## config.mk

```make
export PLATFORM = sky130hd
export DESIGN_NAME = fft_reorder
export DESIGN_NICKNAME = d
export VERILOG_FILES = /design/src/rtl/fft_pkg.sv /design/src/rtl/fft_reorder_bank.sv /design/src/rtl/fft_reorder.sv
export SDC_FILE = /design/constraint.sdc
export NUM_CORES = 2
export LEC_CHECK = 0
export ABC_AREA = 0
export CAP_MARGIN = 5
export CORE_UTILIZATION = 40
export CTS_CLUSTER_SIZE = 12
export DETAILED_ROUTE_END_ITERATION = 7
export GPL_ROUTABILITY_DRIVEN = 1
export PLACE_DENSITY = 0.63
export SETUP_SLACK_MARGIN = 0.2
export SKIP_CTS_REPAIR_TIMING = 1
export SLEW_MARGIN = 20
export SYNTH_ARGS = -nofsm -noshare
export SYNTH_HDL_FRONTEND = slang
export SYNTH_SLANG_ARGS = --single-unit
```

## constraint.sdc

```tcl
create_clock -name clk -period 5.3 [get_ports clk]
set_input_delay 1.59 -clock clk [delete_from_list [all_inputs] [get_ports clk]]
set_output_delay 1.59 -clock clk [all_outputs]
set_load 0.03 [all_outputs]
```

## src/rtl/fft_pkg.sv

```systemverilog
`default_nettype none
// +----------------------------------------------------------------------+
// | Package  : fft_pkg                                                   |
// | Purpose  : Shared FFT sizing constants, reader state encoding and    |
// |            the bit-reversal helper used by the reorder buffer.       |
// | Revision : 1.0 - initial release                                     |
// +----------------------------------------------------------------------+
package fft_pkg;

  localparam int c_N     = 32;  // FFT points per frame
  localparam int c_LOG2N = 5;   // log2(c_N), width of index/counter fields
  localparam int c_W     = 19;  // width of each real / imaginary sample

  // Reader FSM encoding
  typedef enum logic [0:0] {
    RD_IDLE = 1'b0,
    RD_READ = 1'b1
  } rd_state_t;

  // Reverse the low nbits bits of x; bits above nbits come back as zero.
  function automatic logic [31:0] bitrev(input logic [31:0] x, input int nbits);
    logic [31:0] rev;
    for (int b = 0; b < 32; b++) begin
      rev[b] = x[31-b];
    end
    return rev >> (32 - nbits);
  endfunction

endpackage : fft_pkg
`default_nettype wire

```

## src/rtl/fft_reorder_bank.sv

```systemverilog
`default_nettype none
// +----------------------------------------------------------------------+
// | Module   : fft_reorder_bank                                          |
// | Purpose  : Ping/pong sample store, 2 banks x N entries x 2W bits,    |
// |            one write port and one registered read port.              |
// | Revision : 1.0 - initial release                                     |
// +----------------------------------------------------------------------+
module fft_reorder_bank
  import fft_pkg::*;
#(
  parameter int N     = c_N,
  parameter int LOG2N = c_LOG2N,
  parameter int W     = c_W
) (
  input  logic             clk,
  input  logic             rst,
  input  logic             wr_en,
  input  logic             wr_bank,
  input  logic [LOG2N-1:0] wr_addr,
  input  logic [2*W-1:0]   wr_data,
  input  logic             rd_en,
  input  logic             rd_bank,
  input  logic [LOG2N-1:0] rd_addr,
  output logic [2*W-1:0]   rd_data
);

  // Bank select is the top address bit, so both banks share one array.
  logic [2*W-1:0] r_mem [0:2*N-1];
  logic [2*W-1:0] r_rd_data;

  // Write port: memory contents are never reset, only overwritten.
  always_ff @(posedge clk) begin
    if (wr_en) begin
      r_mem[{wr_bank, wr_addr}] <= wr_data;
    end
  end

  // Registered read port; cleared by reset so the outputs start at zero.
  always_ff @(posedge clk or posedge rst) begin
    if (rst) begin
      r_rd_data <= '0;
    end else if (rd_en) begin
      r_rd_data <= r_mem[{rd_bank, rd_addr}];
    end
  end

  assign rd_data = r_rd_data;

endmodule : fft_reorder_bank
`default_nettype wire

```

## src/rtl/fft_reorder.sv

```systemverilog
`default_nettype none
// +----------------------------------------------------------------------+
// | Module   : fft_reorder                                               |
// | Purpose  : Converts bit-reversed FFT output into natural order using |
// |            a ping/pong buffer: writer scatters at bitrev(wr_cnt),    |
// |            reader drains the full bank sequentially.                 |
// | Option   : FFT_REORDER_SOF_EN adds in_sof to realign a frame.        |
// | Revision : 1.0 - initial release                                     |
// +----------------------------------------------------------------------+
module fft_reorder
  import fft_pkg::*;
#(
  parameter int N     = c_N,
  parameter int LOG2N = c_LOG2N,
  parameter int W     = c_W
) (
  input  logic             clk,
  input  logic             rst,
  input  logic             in_valid,
  input  logic [W-1:0]     in_r,
  input  logic [W-1:0]     in_i,
`ifdef FFT_REORDER_SOF_EN
  input  logic             in_sof,
`endif
  output logic             out_valid,
  output logic [W-1:0]     out_r,
  output logic [W-1:0]     out_i,
  output logic [LOG2N-1:0] out_idx
);

  localparam logic [LOG2N-1:0] c_LAST = LOG2N'(N - 1);
  localparam logic [LOG2N-1:0] c_ONE  = LOG2N'(1);

  // Write side state
  logic [LOG2N-1:0] r_wr_cnt;
  logic             r_wr_bank;
  logic             r_full_pend;   // a filled bank is waiting for the reader
  logic             r_full_bank;   // which bank that is

  // Read side state
  rd_state_t        r_state;
  logic [LOG2N-1:0] r_rd_cnt;
  logic             r_rd_bank;
  logic             r_out_valid;
  logic [LOG2N-1:0] r_out_idx;

  logic             w_sof;
  logic [LOG2N-1:0] w_wr_addr;
  logic             w_last_wr;
  logic             w_take;
  logic             w_rd_en;
  logic [2*W-1:0]   w_rd_data;

`ifdef FFT_REORDER_SOF_EN
  assign w_sof = in_valid & in_sof;
`else
  assign w_sof = 1'b0;
`endif

  // A start-of-frame sample always lands at bitrev(0) = 0.
  assign w_wr_addr = w_sof ? '0 : LOG2N'(bitrev(32'(r_wr_cnt), LOG2N));
  assign w_last_wr = in_valid & ~w_sof & (r_wr_cnt == c_LAST);

  // Reader consumes the pending bank when idle or on its final read.
  assign w_take  = r_full_pend & ((r_state == RD_IDLE) | (r_rd_cnt == c_LAST));
  assign w_rd_en = (r_state == RD_READ);

  // Writer: scatter samples, flip banks and flag the filled one at frame end.
  always_ff @(posedge clk or posedge rst) begin
    if (rst) begin
      r_wr_cnt    <= '0;
      r_wr_bank   <= 1'b0;
      r_full_pend <= 1'b0;
      r_full_bank <= 1'b0;
    end else begin
      if (in_valid) begin
        r_wr_cnt <= w_sof ? c_ONE : r_wr_cnt + c_ONE;
      end
      if (w_last_wr) begin
        r_wr_bank   <= ~r_wr_bank;
        r_full_bank <= r_wr_bank;
        r_full_pend <= 1'b1;
      end else if (w_take) begin
        r_full_pend <= 1'b0;
      end
    end
  end

  // Reader FSM: sweep 0..N-1 gap-free, chaining straight into a waiting bank.
  always_ff @(posedge clk or posedge rst) begin
    if (rst) begin
      r_state     <= RD_IDLE;
      r_rd_cnt    <= '0;
      r_rd_bank   <= 1'b0;
      r_out_valid <= 1'b0;
      r_out_idx   <= '0;
    end else begin
      r_out_valid <= (r_state == RD_READ);
      r_out_idx   <= r_rd_cnt;
      case (r_state)
        RD_IDLE: begin
          if (r_full_pend) begin
            r_state   <= RD_READ;
            r_rd_cnt  <= '0;
            r_rd_bank <= r_full_bank;
          end
        end
        RD_READ: begin
          if (r_rd_cnt == c_LAST) begin
            r_rd_cnt <= '0;
            if (r_full_pend) begin
              r_rd_bank <= r_full_bank;
            end else begin
              r_state <= RD_IDLE;
            end
          end else begin
            r_rd_cnt <= r_rd_cnt + c_ONE;
          end
        end
        default: begin
          r_state <= RD_IDLE;
        end
      endcase
    end
  end

  fft_reorder_bank #(
    .N     (N),
    .LOG2N (LOG2N),
    .W     (W)
  ) u_bank (
    .clk     (clk),
    .rst     (rst),
    .wr_en   (in_valid),
    .wr_bank (r_wr_bank),
    .wr_addr (w_wr_addr),
    .wr_data ({in_r, in_i}),
    .rd_en   (w_rd_en),
    .rd_bank (r_rd_bank),
    .rd_addr (r_rd_cnt),
    .rd_data (w_rd_data)
  );

  assign out_valid = r_out_valid;
  assign out_idx   = r_out_idx;
  assign out_r     = w_rd_data[2*W-1:W];
  assign out_i     = w_rd_data[W-1:0];

endmodule : fft_reorder
`default_nettype wire
```

==> metrics.txt <==
status=finished, violations left; failing checks=DRC; hpwl dp=153000 microns; Cell Chain, Critical Path=clkdlybuf4s50_1; total CTS buffers=roughly 270; Async SR Flop Fraction=around 2.4%; crit end category=output port; row count=179; Final Setup Violations=0; clk_lat worst skew=0.92 ns; Final Hold Viols=0; commonest non-fill, non-tap cell in the layout=edfxtp_1; initial cell density of the core=between 40% and 50%; Port Buf Inserts=84; first-pass detailed-route iteration total=7; vias in the first global route=between 40000 and 50000; Internal=between 30 and 40 mW; end-of-flow core utilization=a little under half; Worst VDD drop=between 0.3 and 0.4 mV; Rel. slew slack=22.2%; Register Area=approximately 75000 sq um; starting DRC count in detailed routing=5484; highest-count cells in the layout ignoring fill and taps=edfxtp_1 (2432), mux2i_1 (730), clkbuf_16 (280), mux4_2 (262), buf_4 (173); Final min period=between 3 and 4 ns; Worst Setup SP=u_bank.rd_data[13]$_DFFE_PP0P_; post-synthesis simple-gate area fraction=under 10%; Layout Nets=5108; leakage=between 30 and 40 nW; Area growth syn-to-layout=13.8%; synth warn=0; compound-gate portion of the synthesized area=under 10%; Post-Route WL=~250000 microns; final worst path period share=73.3%; FF-to-FF Start=r_rd_cnt[0]$_DFFE_PP0P_; total global-route track usage=20.7%; grt ovf=0; busiest grt layer=met2; r2r worst-path depth=7; switching share of power=29.2%; GR Util met1=roughly 28%; Cells after Synth=~4800; clock edge transition at the registers on the reported setup and hold paths=~0.060 ns; crit path to=out_i[13]; CTS Buffer Depth=4; largest net degree at the start of global routing=around 120; P_sw=approximately 15 mW; Seq/Total Area, Yosys=77.5%; met3 Track Usage GR=approximately 3.4%; CTS tree=built; layout cells sized above 1=a little under a fifth; crit path max fanout=3; clock share of power=approximately a third; DR WL/cell=30.3 microns; Seq cells post-synth=2491; RSZ-0062 raised after global routing=no; Fill cells=19900; Die Span Y=roughly 500 microns; area of the multi-input gates=roughly 20000 sq um; register share of total power=44.9%; initial antenna violation count=18; WS Path Type=flop to output port; worst slew pin tran=1.17 ns; Via Count=roughly 48000; die area=242000 sq um; worst reg2reg setup slack=between 1 and 1.5 ns; CP top delay family=buffers and inverters; PD cells=473 nW/um^2; CTS root buffer=clkbuf_16; first-pass GRT wire length=358000 microns; critical path buffer and inverter count=1; CP max-delay cell=clkdlybuf4s50_1; Setup TNS Final=0 ns; number of remaining DRC errors=12; Combinational Power Share=roughly 23%; reg-to-reg endpoint=u_bank.rd_data[11]$_DFFE_PP0P_; antenna viol nets, final=0; grt met2 use=between 30% and 40%; gpl congestion=0.870; worst path required time=3.71 ns; Net Count, Synth=roughly 4900; largest family of logic cells by synthesized area=multiplexers; ys flop type=edfxtp_1; Avg Inst Size Synth=approximately 20 sq um; Worst Path Arrival=about 2.3 ns; post-synthesis mux area share=approximately 15%; Slew Viols, Final=0; Tightest Hold Check Type=flop to flop; synthesized area=a little under 100000 sq um; Synth cell types=45; WP depth=1; xor/xnor cell area share of the yosys netlist=less than 1%; core region area=238000 sq um; CP peak stage delay=between 0.7 and 0.8 ns; io pins=85; Adder-Cell Fraction of Synth Area=less than 1%; Die Width=about 490 microns; clock sinks=between 2000 and 2500; drt via density=between 5 and 6; Layout Skew=0.0715 ns; CP startpoint kind=flop; Fmax=roughly 0.26 GHz; H-tree Lvls=5; EDFF count, synth=between 2000 and 2500; max_cap viols=0
## routing by layer
metal	wire, microns	vias up
met5	13	-
met4	8460	2
met3	17900	389
met2	125000	1937
met1	103000	25400
li1	-	20300
## sequential cells by signal, summed over array words and instances, names as in the netlist
signal / flops
u_bank.r_mem: 2432
u_bank.rd_data: 38
out_idx: 5
r_rd_cnt: 5
r_wr_cnt: 5
out_valid: 1
r_full_bank: 1
r_full_pend: 1
r_rd_bank: 1
r_state: 1
r_wr_bank: 1
## cell usage after synthesis (29+ instances only)
cell / count / area (sq um)
edfxtp_1: 2432 / 73000
nor2_1: 99 / 372
buf_4: 54 / 405
a22o_1: 37 / 324
o221ai_1: 37 / 324
o211a_1: 38 / 380
clkbuf_1: 106 / 398
a22oi_1: 65 / 488
nand3_1: 29 / 145
mux2i_1: 730 / 7310
dfrtp_1: 59 / 1480
a221oi_1: 71 / 622
mux4_2: 262 / 5900
nand2_1: 113 / 424
o22ai_1: 155 / 970
o21ai_0: 82 / 410
mux2_2: 80 / 901
buf_2: 87 / 435
## cells by family after synthesis
kind of cell	after synthesis
simple gates	358
mux	1072
fa+ha+maj	4
flops	2491
compound gates	560
xor+xnor	6
buf+inv	314
## cell type report
class / instances / share of cell area (%)
tap: 3167 / 3.62
clock inverter: 51 / 0.267
inverter: 27 / 0.0927
multi-input combinational: 2000 / 18.7
clock buffer: 366 / 6.75
sequential: 2491 / 68.2
timing repair buffer: 269 / 2.36
antenna: 10 / 0.0229
## per-stage QoR
step	cells	total power, mW	hold WS [ns]	setup slack (ns)	area (sq um)
global placement	7954	35.2	0.489	1.05	102000
global route	8372	53.3	0.539	1.34	109000
floorplan	4805	30.6	0.349	0.220	96100
CTS	8371	52.0	0.523	1.30	109000
detailed placement	7954	35.3	0.505	1.08	102000
finish	8381	51.8	0.533	1.42	109000
## power groups by stage
stage                     sequential, mW  combinational [mW]  clock (mW)
after CTS                           23.2                11.7        17.2
after floorplan                     23.4                7.24           0
after global placement              23.6                11.6           0
after global routing                23.3                12.1        17.9
after detailed placement            23.6                11.6           0
final                               23.2                11.6        16.9
## worst min path at each step
stage          slack, ns                    start  cells after the start                 endpoint
4_1_cts             0.52  r_full_bank$_DFFE_PP0P_                      1    r_rd_bank$_DFFE_PP0P_
5_1_grt             0.54  r_full_bank$_DFFE_PP0P_                      1  r_full_bank$_DFFE_PP0P_
6_report            0.53  r_full_bank$_DFFE_PP0P_                      1    r_rd_bank$_DFFE_PP0P_
3_3_place_gp        0.49  r_full_bank$_DFFE_PP0P_                      1  r_full_bank$_DFFE_PP0P_
2_1_floorplan       0.35  r_rd_cnt[2]$_DFFE_PP0P_                      0     out_idx[2]$_DFF_PP0_
3_5_place_dp        0.51  r_full_bank$_DFFE_PP0P_                      1    r_rd_bank$_DFFE_PP0P_
(Power assumes the default switching activity.)
